<file path="src/rtl/sockit_spi_pkg.sv">
// Shared SPI stream types: arbitration mode, arbiter FSM states and the
// command flag bit positions used by the arbiter and the serializer.
package sockit_spi_pkg;

  typedef enum logic {ARB_RR = 1'b0, ARB_FIX = 1'b1} arb_t;
  typedef enum logic {ST_IDLE = 1'b0, ST_LOCK = 1'b1} arb_st_t;

  localparam int SPI_CMD_WRB = 0;
  localparam int SPI_CMD_RDB = 1;
  localparam int SPI_CMD_ENB = 2;

endpackage

</file>
<file path="src/rtl/sockit_spi_arb_fifo.sv">
// Register FIFO of owner tags; remembers which port must source the next
// write word or sink the next read word.
module sockit_spi_arb_fifo #(
  parameter int TW = 1,
  parameter int FD = 4
) (
  input  logic          clk,
  input  logic          rst,
  input  logic          push,
  input  logic [TW-1:0] din,
  input  logic          pop,
  output logic [TW-1:0] head,
  output logic          full,
  output logic          empty
);

  localparam int AW = $clog2(FD);

  logic [TW-1:0] mem [FD];
  logic [AW-1:0] wp, rp;
  logic [AW:0]   cnt;
  logic          do_push, do_pop;

  // a full FIFO refuses a push even when a pop frees a slot this cycle
  assign do_push = push & ~full;
  assign do_pop  = pop & ~empty;
  assign full    = (cnt == (AW+1)'(FD));
  assign empty   = (cnt == '0);
  assign head    = mem[rp];

  always_ff @(posedge clk) begin
    if (do_push) mem[wp] <= din;
  end

  always_ff @(posedge clk) begin
    if (rst) begin
      wp  <= '0;
      rp  <= '0;
      cnt <= '0;
    end else begin
      if (do_push) wp <= wp + 1'b1;
      if (do_pop)  rp <= rp + 1'b1;
      case ({do_push, do_pop})
        2'b10:   cnt <= cnt + 1'b1;
        2'b01:   cnt <= cnt - 1'b1;
        default: cnt <= cnt;
      endcase
    end
  end

endmodule

</file>
<file path="src/rtl/sockit_spi_arb.sv">
// N-port arbiter in front of the serializer stream triple: grants are held
// for a whole SPI transaction, data words are routed via owner-tag FIFOs.
module sockit_spi_arb
  import sockit_spi_pkg::*;
#(
  parameter int PN  = 2,
  parameter int CW  = 32,
  parameter int DW  = 32,
  parameter int FD  = 4,
  parameter int ARB = 0,
  parameter int WRB = SPI_CMD_WRB,
  parameter int RDB = SPI_CMD_RDB,
  parameter int ENB = SPI_CMD_ENB
) (
  input  logic                   clk,
  input  logic                   rst,
  input  logic [PN-1:0]          en,
  input  logic [PN-1:0]          usc_vld,
  output logic [PN-1:0]          usc_rdy,
  input  logic [PN*CW-1:0]       usc_dat,
  input  logic [PN-1:0]          usw_vld,
  output logic [PN-1:0]          usw_rdy,
  input  logic [PN*DW-1:0]       usw_dat,
  output logic [PN-1:0]          usr_vld,
  input  logic [PN-1:0]          usr_rdy,
  output logic [DW-1:0]          usr_dat,
  output logic                   dsc_vld,
  output logic [CW-1:0]          dsc_dat,
  input  logic                   dsc_rdy,
  output logic                   dsw_vld,
  output logic [DW-1:0]          dsw_dat,
  input  logic                   dsw_rdy,
  input  logic                   dsr_vld,
  input  logic [DW-1:0]          dsr_dat,
  output logic                   dsr_rdy,
  output logic [$clog2(PN)-1:0]  own,
  output logic                   lck
);

  localparam int TW = $clog2(PN);

  arb_st_t       st_q, st_d;
  logic [TW-1:0] own_q, own_d, rr_q, rr_d, pick;
  logic [PN-1:0] req;
  logic [CW-1:0] cmd;
  logic          blk, acc;

  logic          wf_push, wf_pop, wf_full, wf_empty;
  logic          rf_push, rf_pop, rf_full, rf_empty;
  logic [TW-1:0] wf_head, rf_head;

  assign req = en & usc_vld;
  assign cmd = usc_dat[int'(own_q)*CW +: CW];

  // descending scan: the last hit is the first port in search order
  always_comb begin
    pick = '0;
    for (int i = PN; i >= 1; i--) begin
      if (ARB == int'(ARB_FIX)) begin
        if (req[i-1]) pick = TW'(i-1);
      end else if (req[(int'(rr_q) + i) % PN]) begin
        pick = TW'((int'(rr_q) + i) % PN);
      end
    end
  end

  always_ff @(posedge clk) begin
    if (rst) begin
      st_q  <= ST_IDLE;
      own_q <= '0;
      rr_q  <= TW'(PN-1);
    end else begin
      st_q  <= st_d;
      own_q <= own_d;
      rr_q  <= rr_d;
    end
  end

  always_comb begin
    st_d  = st_q;
    own_d = own_q;
    rr_d  = rr_q;
    case (st_q)
      ST_IDLE: if (|req) begin
        st_d  = ST_LOCK;
        own_d = pick;
      end
      ST_LOCK: if (acc && cmd[ENB]) begin
        st_d = ST_IDLE;
        rr_d = own_q;
      end
      default: st_d = ST_IDLE;
    endcase
  end

  // dsc_vld depends only on the owner's valid and FIFO space, never on dsc_rdy
  always_comb begin
    blk     = (cmd[WRB] & wf_full) | (cmd[RDB] & rf_full);
    dsc_vld = (st_q == ST_LOCK) & usc_vld[own_q] & ~blk;
    dsc_dat = cmd;
    acc     = dsc_vld & dsc_rdy;
  end

  assign lck = (st_q == ST_LOCK);
  assign own = own_q;

  assign wf_push = acc & cmd[WRB];
  assign rf_push = acc & cmd[RDB];

  assign dsw_vld = ~wf_empty & usw_vld[wf_head];
  assign dsw_dat = usw_dat[int'(wf_head)*DW +: DW];
  assign wf_pop  = dsw_vld & dsw_rdy;

  assign dsr_rdy = ~rf_empty & usr_rdy[rf_head];
  assign usr_dat = dsr_dat;
  assign rf_pop  = dsr_vld & dsr_rdy;

  for (genvar p = 0; p < PN; p++) begin : g_port
    assign usc_rdy[p] = acc & (own_q == TW'(p));
    assign usw_rdy[p] = ~wf_empty & dsw_rdy & (wf_head == TW'(p));
    assign usr_vld[p] = ~rf_empty & dsr_vld & (rf_head == TW'(p));
  end

  sockit_spi_arb_fifo #(.TW(TW), .FD(FD)) wf (
    .clk(clk), .rst(rst), .push(wf_push), .din(own_q), .pop(wf_pop),
    .head(wf_head), .full(wf_full), .empty(wf_empty)
  );

  sockit_spi_arb_fifo #(.TW(TW), .FD(FD)) rf (
    .clk(clk), .rst(rst), .push(rf_push), .din(own_q), .pop(rf_pop),
    .head(rf_head), .full(rf_full), .empty(rf_empty)
  );

endmodule

</file>
<file path="config.mk">
export PLATFORM = sky130hd
export DESIGN_NAME = sockit_spi_arb
export DESIGN_NICKNAME = d
export VERILOG_FILES = /design/src/rtl/sockit_spi_pkg.sv /design/src/rtl/sockit_spi_arb_fifo.sv /design/src/rtl/sockit_spi_arb.sv
export SDC_FILE = /design/constraint.sdc
export NUM_CORES = 1
export LEC_CHECK = 0
export CAP_MARGIN = 25
export CORE_AREA = 2 2 108 110
export CTS_CLUSTER_SIZE = 8
export DETAILED_ROUTE_END_ITERATION = 10
export DIE_AREA = 0 0 110 112
export PLACE_DENSITY = 0.71
export REMOVE_ABC_BUFFERS = 1
export SLEW_MARGIN = 0
export SYNTH_ARGS = -nofsm -noshare
export SYNTH_HDL_FRONTEND = slang
export SYNTH_SLANG_ARGS = --single-unit
</file>
<file path="constraint.sdc">
create_clock -name clk -period 6.4 [get_ports clk]
set_input_delay 1.92 -clock clk [delete_from_list [all_inputs] [get_ports clk]]
set_output_delay 1.92 -clock clk [all_outputs]
set_load 0.02 [all_outputs]
</file>
==> results.rst, run 1 <==
.. list-table::
   :header-rows: 1

   * - Metric
     - Value
   * - Starting DRT DRC Count
     - 120
   * - Number of warnings issued by yosys
     - 0
   * - Horizontal extent of the die
     - 110 um
   * - Number of cell instances on the worst register-to-register path
     - 11
   * - Actual transition at the worst max-transition pin
     - 0.823 ns
   * - Die H
     - 112 um
   * - Number of H-tree branching levels
     - 2
   * - Number of antenna cells inserted
     - 0
   * - Cell variety after synth
     - 37
   * - Total wirelength of the detailed-routed design
     - 10100 um
   * - Number of clock sinks
     - 29
   * - Area post-placement
     - 4600 um2
   * - Dominant cells by area after synthesis
     - sky130_fd_sc_hd__mux2_2, sky130_fd_sc_hd__dfxtp_1, sky130_fd_sc_hd__buf_4, sky130_fd_sc_hd__edfxtp_1, sky130_fd_sc_hd__ha_1
   * - Total negative slack
     - 0 ns
   * - Worst skew pair latency
     - 0.27 ns
   * - Antenna violations before repair
     - 0
   * - Fraction of synthesized cell area taken by the top area cell type
     - 0.297
   * - Data arrival time of the critical path
     - 3.99 ns
   * - Maximum number of pins on one net before global-route repair
     - 38
   * - Post-layout minimum cycle time
     - 5.91 ns
   * - Cell taking the most area after synthesis
     - sky130_fd_sc_hd__mux2_2
   * - Clock buffers created by TritonCTS
     - 5
   * - Type of the most critical hold path
     - reg -> reg
   * - Total via count in the routed design
     - 2661
   * - Synth Instances
     - 263
   * - Residual DRC
     - 0
   * - Final hold viol count
     - 0
   * - CP bufs+invs
     - 2
   * - Startpoint of the worst hold path
     - wf.cnt[2]
   * - Delay of the slowest cell on the worst path
     - 0.61 ns
   * - Hold path cells
     - 2
   * - Area of the die
     - 12300 um2
   * - Startpoint-to-endpoint class of the critical path
     - in -> out
   * - Series of cell instances along the critical path
     - clkdlybuf4s50_1 -> mux2i_1 -> o2111a_1 -> o21ai_0 -> nor2_1 -> clkdlybuf4s50_1
   * - Resized Gates After CTS
     - 0
   * - Share of cells above drive strength 1
     - 0.187
   * - Flip-flop cell with the highest count after synthesis
     - sky130_fd_sc_hd__dfxtp_1
   * - Top post-synthesis cells by count
     - sky130_fd_sc_hd__mux2_2, sky130_fd_sc_hd__buf_4, sky130_fd_sc_hd__dfxtp_1
   * - Library cell with the highest instance count after synthesis
     - sky130_fd_sc_hd__mux2_2
   * - Required arrival time at the worst endpoint
     - 4.48 ns
   * - Slew Viols, Final
     - 0
   * - Half-perimeter wire length after placement
     - 8500 um
   * - Sequential element share of the synthesized area
     - 0.260
   * - Net count, final
     - 629
   * - Iteration count of the initial detailed-routing pass
     - 4
   * - Row count
     - 39
   * - Hold Crit Endpoint
     - wf.cnt[2]
   * - Placer's final routability congestion estimate
     - 0.885
   * - End of the worst register-to-register path
     - rf.cnt[2]
   * - Ratio of final minimum period to clock period
     - 0.924
   * - Clock skew after layout
     - 0.00570 ns
   * - CP delay by family, top
     - buffers and inverters
   * - Starting density of the core
     - 0.228
   * - Peak VDD IR
     - 0.112 mV
   * - #FFs+latches synth
     - 29
   * - Growth of design area from synthesis to finish
     - 87.5%
   * - Via count of the first global-routing pass
     - 2780
   * - Setup repair after global routing missed its margin
     - false
   * - Number of buffers on the longest clock path
     - 2
   * - Max-cap violations
     - 0
   * - GRT Overall Usage
     - 0.156
   * - Cell chosen for the clock root
     - sky130_fd_sc_hd__clkbuf_16
   * - Share of synthesized registers carrying an async set or reset
     - 0
   * - Beginning of the worst register-to-register path
     - own
   * - Clock tree from TritonCTS
     - built
   * - Total power per unit cell area
     - 154 nW/um2
   * - P_leak
     - 1.76 nW
   * - Critical Path Slowest Stage Cell
     - sky130_fd_sc_hd__clkdlybuf4s50_1
   * - Relative slew slack
     - 0.452
   * - Routed Antenna Nets
     - 0
   * - Critical path endpoint category
     - output port
   * - DR vias/cell
     - 4.53
   * - Count of hold buffers inserted by post-cts repair
     - 0
   * - Post-Syn Area per Cell
     - 9.67 um2
   * - Run status
     - completed
   * - Finished Cell Area
     - 4770 um2
   * - Clock-pin transition on the worst setup and hold timing paths
     - 0.05 ns
   * - Port Buf Inserts
     - 215
   * - Core Footprint
     - 11200 um2
   * - Highest fanout seen on the critical path
     - 10
   * - Routed wire per std cell
     - 17.2 um
   * - Kind of start point of the critical path
     - input port
   * - Grt ovf
     - 0
   * - Worst R2R Setup Slack
     - 3.23 ns
   * - Wire length of the first global-routing pass
     - 14500 um
   * - Num ports
     - 280
   * - Number of buffers inserted to repair setup after CTS
     - 0
   * - Setup violations, final
     - 0
   * - Max frequency
     - 0.169 GHz
   * - Number of enable-type register cells in the synthesized netlist
     - 8
   * - Post-Synthesis Cell Area
     - 2540 um2
   * - Most used cell, CP
     - sky130_fd_sc_hd__clkdlybuf4s50_1
[cell families (layout without fill, tap and decap cells)]
| family | Yosys count | after routing | share of synthesized area |
|---|---|---|---|
| AO/OA/AOI/OAI | 26 | 26 | 0.0625 |
| XOR/XNOR | 4 | 4 | 0.0138 |
| adder cells (fa/ha/maj) | 12 | 12 | 0.0650 |
| buffers and inverters | 58 | 240 | 0.138 |
| flip-flops | 29 | 29 | 0.260 |
| multiplexers | 74 | 74 | 0.336 |
| AND/OR/NAND/NOR | 60 | 60 | 0.125 |
[through the flow]
stage | util | setup slack, ns | hold WS, ns | instances | total power, mW
after floorplan | - | 1.58 | 0.461 | 220 | 0.303
after global placement | 0.411 | 0.502 | 0.488 | 580 | 0.467
after detailed placement | 0.411 | 0.493 | 0.494 | 580 | 0.470
after CTS | 0.427 | 0.473 | 0.501 | 588 | 0.741
after global routing | 0.427 | 0.338 | 0.552 | 588 | 0.765
final | 0.427 | 0.487 | 0.503 | 588 | 0.733
[report_power, final]
part / internal, mW / switching, mW / leakage (nW)
clock: 0.194 / 0.0743 / 0.0841
combinational: 0.165 / 0.103 / 1.43
sequential: 0.192 / 0.00416 / 0.243
total: 0.551 / 0.181 / 1.76
[worst max-delay path by stage]
stage,startpoint,to,slack [ns],cells after the start
floorplan,usc_dat[32],usc_rdy[0],1.58,4
global placement,usc_dat[32],usc_rdy[0],0.50,6
detailed placement,usc_dat[32],usc_rdy[0],0.49,6
CTS,usc_dat[32],usc_rdy[0],0.47,6
global route,usc_dat[0],usc_rdy[0],0.34,6
finish,usc_dat[32],usc_rdy[0],0.49,6
[layout by cell type, fill, tap and decap left out, drive strengths merged, types with 2 or more instances in the layout]
cell type,netlist,layout
nand3,6,6
nor3b,2,2
ha,10,10
a21o,2,2
mux4,2,2
o211ai,2,2
clkdlybuf4s50,0,215
o21ai,7,7
nor2b,6,6
mux2,68,68
buf,40,2
nand2b,2,2
or3,2,2
edfxtp,8,8
clkbuf,3,7
and2,3,3
nand2,3,3
or3b,2,2
xor2,4,4
dfxtp,21,21
mux2i,4,4
a21oi,11,11
fa,2,2
inv,15,15
nor2,20,20
nor3,4,4
and3,9,9
[metal layers]
layer  global-route usage  part of all wire
met5              0.00420                 0
met3               0.0861              0.16
met1                0.166              0.36
met2                0.273              0.48
met4               0.0219            0.0040
[worst register-to-register path: stages, from the launching register on]
cell and delay (ns):
sky130_fd_sc_hd__dfxtp_2 0.44, sky130_fd_sc_hd__buf_4 0.42, sky130_fd_sc_hd__mux2_2 0.44, sky130_fd_sc_hd__o2111a_1 0.26, sky130_fd_sc_hd__and2_1 0.21, sky130_fd_sc_hd__inv_1 0.05
sky130_fd_sc_hd__ha_1 0.16, sky130_fd_sc_hd__inv_1 0.06, sky130_fd_sc_hd__fa_1 0.38, sky130_fd_sc_hd__xor2_1 0.16, sky130_fd_sc_hd__or3_1 0.30, sky130_fd_sc_hd__a21oi_1 0.20
[cell type report]
type / instances / area (um2)
multi-input cells: 176 / 1530
flip-flops and latches: 29 / 662
inverters: 15 / 56.3
fillers: 1081 / 6410
clock buffers: 7 / 143
repair buffers: 217 / 2170
well taps: 143 / 179
clock inverters: 1 / 30.0
(Power assumes the default switching activity.)
==> run 2, diff against run 1 <==
--- a/config.mk
+++ b/config.mk
@@ -17,2 +17,3 @@
 export SYNTH_HDL_FRONTEND = slang
+export SYNTH_HIERARCHICAL = 1
 export SYNTH_SLANG_ARGS = --single-unit
--- a/constraint.sdc
+++ b/constraint.sdc
@@ -3,2 +3,2 @@
 set_output_delay 1.92 -clock clk [all_outputs]
-set_load 0.02 [all_outputs]
+set_load 0.05 [all_outputs]
==> results.rst, run 2 <==
.. list-table::
   :header-rows: 1

   * - Metric
     - Value
   * - Actual transition at the worst max-transition pin
     - 0.769 ns
   * - Slew Viols, Final
     - 0
   * - Peak VDD IR
     - 0.0951 mV
   * - Synthesized-area fraction occupied by xor and xnor cells
     - 0.0209
   * - Share of synthesized registers carrying an async set or reset
     - 0
   * - Cell taking the most area after synthesis
     - sky130_fd_sc_hd__mux2_2
   * - Wire length of the first global-routing pass
     - 14300 um
   * - Port Buf Inserts
     - 215
   * - Residual DRC
     - 0
   * - Count of hold buffers inserted by post-cts repair
     - 0
   * - Kind of start point of the critical path
     - input port
   * - Switching Fraction
     - 0.313
   * - Combinational family with the most area after synthesis
     - multiplexers
   * - Total negative slack
     - 0 ns
   * - P_leak
     - 1.73 nW
   * - Grt ovf
     - 0
   * - Maximum number of pins on one net before global-route repair
     - 36
   * - Flip-flop cell with the highest count after synthesis
     - sky130_fd_sc_hd__dfxtp_1
   * - Delay of the slowest cell on the worst path
     - 0.85 ns
   * - CP bufs+invs
     - 2
   * - GRT Overall Usage
     - 0.155
   * - Most used cell, CP
     - sky130_fd_sc_hd__clkdlybuf4s50_1
   * - Setup violations, final
     - 0
   * - Top post-synthesis cells by count
     - sky130_fd_sc_hd__mux2_2, sky130_fd_sc_hd__buf_4, sky130_fd_sc_hd__dfxtp_1
   * - Post-Syn Area per Cell
     - 9.69 um2
   * - Worst setup path startpoint
     - usc_dat[33]
   * - Number of buffers on the longest clock path
     - 2
   * - Simple-gate share of the synthesized area
     - 0.130
   * - Area of the die
     - 12300 um2
   * - Worst R2R Setup Slack
     - 3.12 ns
   * - Max frequency
     - 0.171 GHz
   * - Startpoint of the worst hold path
     - wf/rp[1]
   * - Clock-pin transition on the worst setup and hold timing paths
     - 0.05 ns
   * - Multiplexer area fraction after synthesis
     - 0.320
   * - Area fraction in compound gates after synthesis
     - 0.0576
   * - Combinational share of power
     - 0.413
   * - Startpoint-to-endpoint class of the critical path
     - in -> out
   * - Critical Path Slowest Stage Cell
     - sky130_fd_sc_hd__clkdlybuf4s50_1
   * - Beginning of the worst register-to-register path
     - wf/mem[3]
   * - CP delay by family, top
     - buffers and inverters
   * - Routed wire per std cell
     - 17.2 um
   * - Run status
     - completed
   * - Post-Synthesis Cell Area
     - 2520 um2
   * - Fraction of synthesized cell area taken by the top area cell type
     - 0.286
   * - Number of warnings issued by yosys
     - 6
   * - Library cell with the highest instance count after synthesis
     - sky130_fd_sc_hd__mux2_2
   * - Relative slew slack
     - 0.487
   * - Clock tree from TritonCTS
     - built
   * - Iteration count of the initial detailed-routing pass
     - 4
   * - Worst skew pair latency
     - 0.27 ns
   * - Required arrival time at the worst endpoint
     - 4.48 ns
   * - Highest fanout seen on the critical path
     - 5
   * - Most common library cell in the layout ignoring fill and taps
     - sky130_fd_sc_hd__clkdlybuf4s50_1
   * - Worst hold-check slack
     - 0.491 ns
   * - Sequential element share of the synthesized area
     - 0.262
   * - Half-perimeter wire length after placement
     - 8590 um
   * - Total wirelength of the detailed-routed design
     - 10100 um
   * - Post-layout minimum cycle time
     - 5.83 ns
   * - Num ports
     - 280
   * - P_int
     - 0.530 mW
   * - Dpl cells
     - 577
   * - #FFs+latches synth
     - 29
   * - Number of buffers inserted to repair setup after CTS
     - 0
   * - Core Footprint
     - 11200 um2
   * - Seq pwr share
     - 0.256
   * - Series of cell instances along the critical path
     - clkdlybuf4s50_1 -> mux2i_1 -> o211ai_2 -> nor3_1 -> clkdlybuf4s50_1
   * - Horizontal extent of the die
     - 110 um
   * - Resized Gates After CTS
     - 0
   * - Starting density of the core
     - 0.226
   * - Most used cells in the layout excluding fill and tap cells
     - sky130_fd_sc_hd__clkdlybuf4s50_1, sky130_fd_sc_hd__mux2_2, sky130_fd_sc_hd__inv_1, sky130_fd_sc_hd__dfxtp_1, sky130_fd_sc_hd__nor2_1
   * - Via count of the first global-routing pass
     - 2710
   * - Switching power of the nets
     - 0.242 mW
   * - Die H
     - 112 um
   * - Total via count in the routed design
     - 2624
   * - Antenna violations before repair
     - 2
   * - Placer's final routability congestion estimate
     - 0.730
   * - Routed Antenna Nets
     - 0
   * - DR vias/cell
     - 4.47
   * - Synth Instances
     - 260
   * - Number of clock sinks
     - 29
   * - Starting DRT DRC Count
     - 96
   * - Type of the most critical hold path
     - reg -> reg
   * - Max-cap violations
     - 0
   * - Total power per unit cell area
     - 163 nW/um2
   * - Final hold viol count
     - 0
   * - Setup repair after global routing missed its margin
     - false
   * - Clock buffers created by TritonCTS
     - 5
   * - Data arrival time of the critical path
     - 3.91 ns
   * - Growth of design area from synthesis to finish
     - 88.0%
   * - Row count
     - 39
   * - Number of enable-type register cells in the synthesized netlist
     - 8
   * - Clock skew after layout
     - 0.00426 ns
   * - Dominant cells by area after synthesis
     - sky130_fd_sc_hd__mux2_2, sky130_fd_sc_hd__dfxtp_1, sky130_fd_sc_hd__buf_4, sky130_fd_sc_hd__edfxtp_1, sky130_fd_sc_hd__ha_1
   * - Cell chosen for the clock root
     - sky130_fd_sc_hd__clkbuf_16
   * - Non-filler cells in the finished layout
     - 587
   * - Ratio of final minimum period to clock period
     - 0.912
   * - Cell variety after synth
     - 34
   * - Net count, final
     - 626
   * - Share of cells above drive strength 1
     - 0.181
   * - Clock power frac
     - 0.331
   * - Power consumption
     - 0.772 mW
   * - Post-synthesis share of cell area spent on full adders, half adders and majority gates
     - 0.0655
   * - Number of H-tree branching levels
     - 2
   * - Critical path endpoint category
     - output port
-- run 2: cell types whose count changed after synthesis, sizes merged, moves of 3 or more --
| cell | previous run | this run |
|---|---|---|
| and2 | 3 | 10 |
| and3 | 9 | 0 |
| inv | 15 | 20 |
| mux2 | 68 | 64 |
| nand2 | 3 | 6 |
| nand3 | 6 | 1 |
| nor2 | 20 | 16 |
| nor2b | 6 | 0 |
| or3 | 2 | 6 |
-- run 2: cell type report --
cell class                 instances  area, um2
timing repair buffer             216       2160
inverter                          20       75.1
multi-input combinational        169       1500
clock buffer                       6        129
tap                              143        179
antenna                            2       5.00
clock inverter                     2       33.8
sequential                        29        662
fill                            1095       6440
-- run 2: metrics by stage --
| step | setup WS (ns) | cell area (um2) | utilization |
|---|---|---|---|
| finish | 0.566 | 4740 | 0.424 |
| global route | 0.464 | 4740 | 0.424 |
| CTS | 0.549 | 4730 | 0.424 |
| detailed placement | 0.546 | 4570 | 0.409 |
| global placement | 0.595 | 4570 | 0.409 |
| floorplan | 0.916 | 2230 | - |
-- run 2: cells by family after synthesis --
kind of cell,after synthesis
multiplexers,70
XOR/XNOR,6
adder cells (fa/ha/maj),12
AND/OR/NAND/NOR,55
flip-flops,29
buffers and inverters,62
AO/OA/AOI/OAI,26
-- run 2: path summary, 6_finish.rpt --
check                                  end  cells past startpoint
worst min register to register   flip-flop                      2
worst max register to register   wf/cnt[2]                     12
worst max-delay path            usc_rdy[1]                      5
worst min-delay path             flip-flop                      2
-- run 2: power by group through the flow --
| stage | Clock (mW) | Sequential [mW] | Combinational (mW) |
|---|---|---|---|
| floorplan | 0 | 0.204 | 0.160 |
| detailed placement | 0 | 0.201 | 0.320 |
| global route | 0.268 | 0.198 | 0.335 |
| global placement | 0 | 0.201 | 0.319 |
| finish | 0.255 | 0.198 | 0.319 |
| CTS | 0.262 | 0.198 | 0.322 |
-- run 2: worst register-to-register path, cell delays in order (launching register included) --
cell                       delay [ns]
sky130_fd_sc_hd__edfxtp_1        0.37
sky130_fd_sc_hd__mux4_2          0.83
sky130_fd_sc_hd__mux2i_1         0.25
sky130_fd_sc_hd__nor2_1          0.17
sky130_fd_sc_hd__and2_1          0.18
sky130_fd_sc_hd__o31ai_1         0.10
sky130_fd_sc_hd__inv_1           0.07
sky130_fd_sc_hd__ha_1            0.18
sky130_fd_sc_hd__inv_1           0.07
sky130_fd_sc_hd__fa_1            0.37
sky130_fd_sc_hd__xor2_1          0.15
sky130_fd_sc_hd__or3_1           0.30
sky130_fd_sc_hd__a21oi_1         0.15
-- run 2: routing by layer --
layer | track usage | up-vias | share of wire
li1 | - | 1231 | -
met1 | 0.154 | 1168 | 0.34
met2 | 0.264 | 216 | 0.48
met3 | 0.0943 | 7 | 0.17
met4 | 0.0481 | 2 | 0.0071
met5 | 0.0294 | - | 0.0035
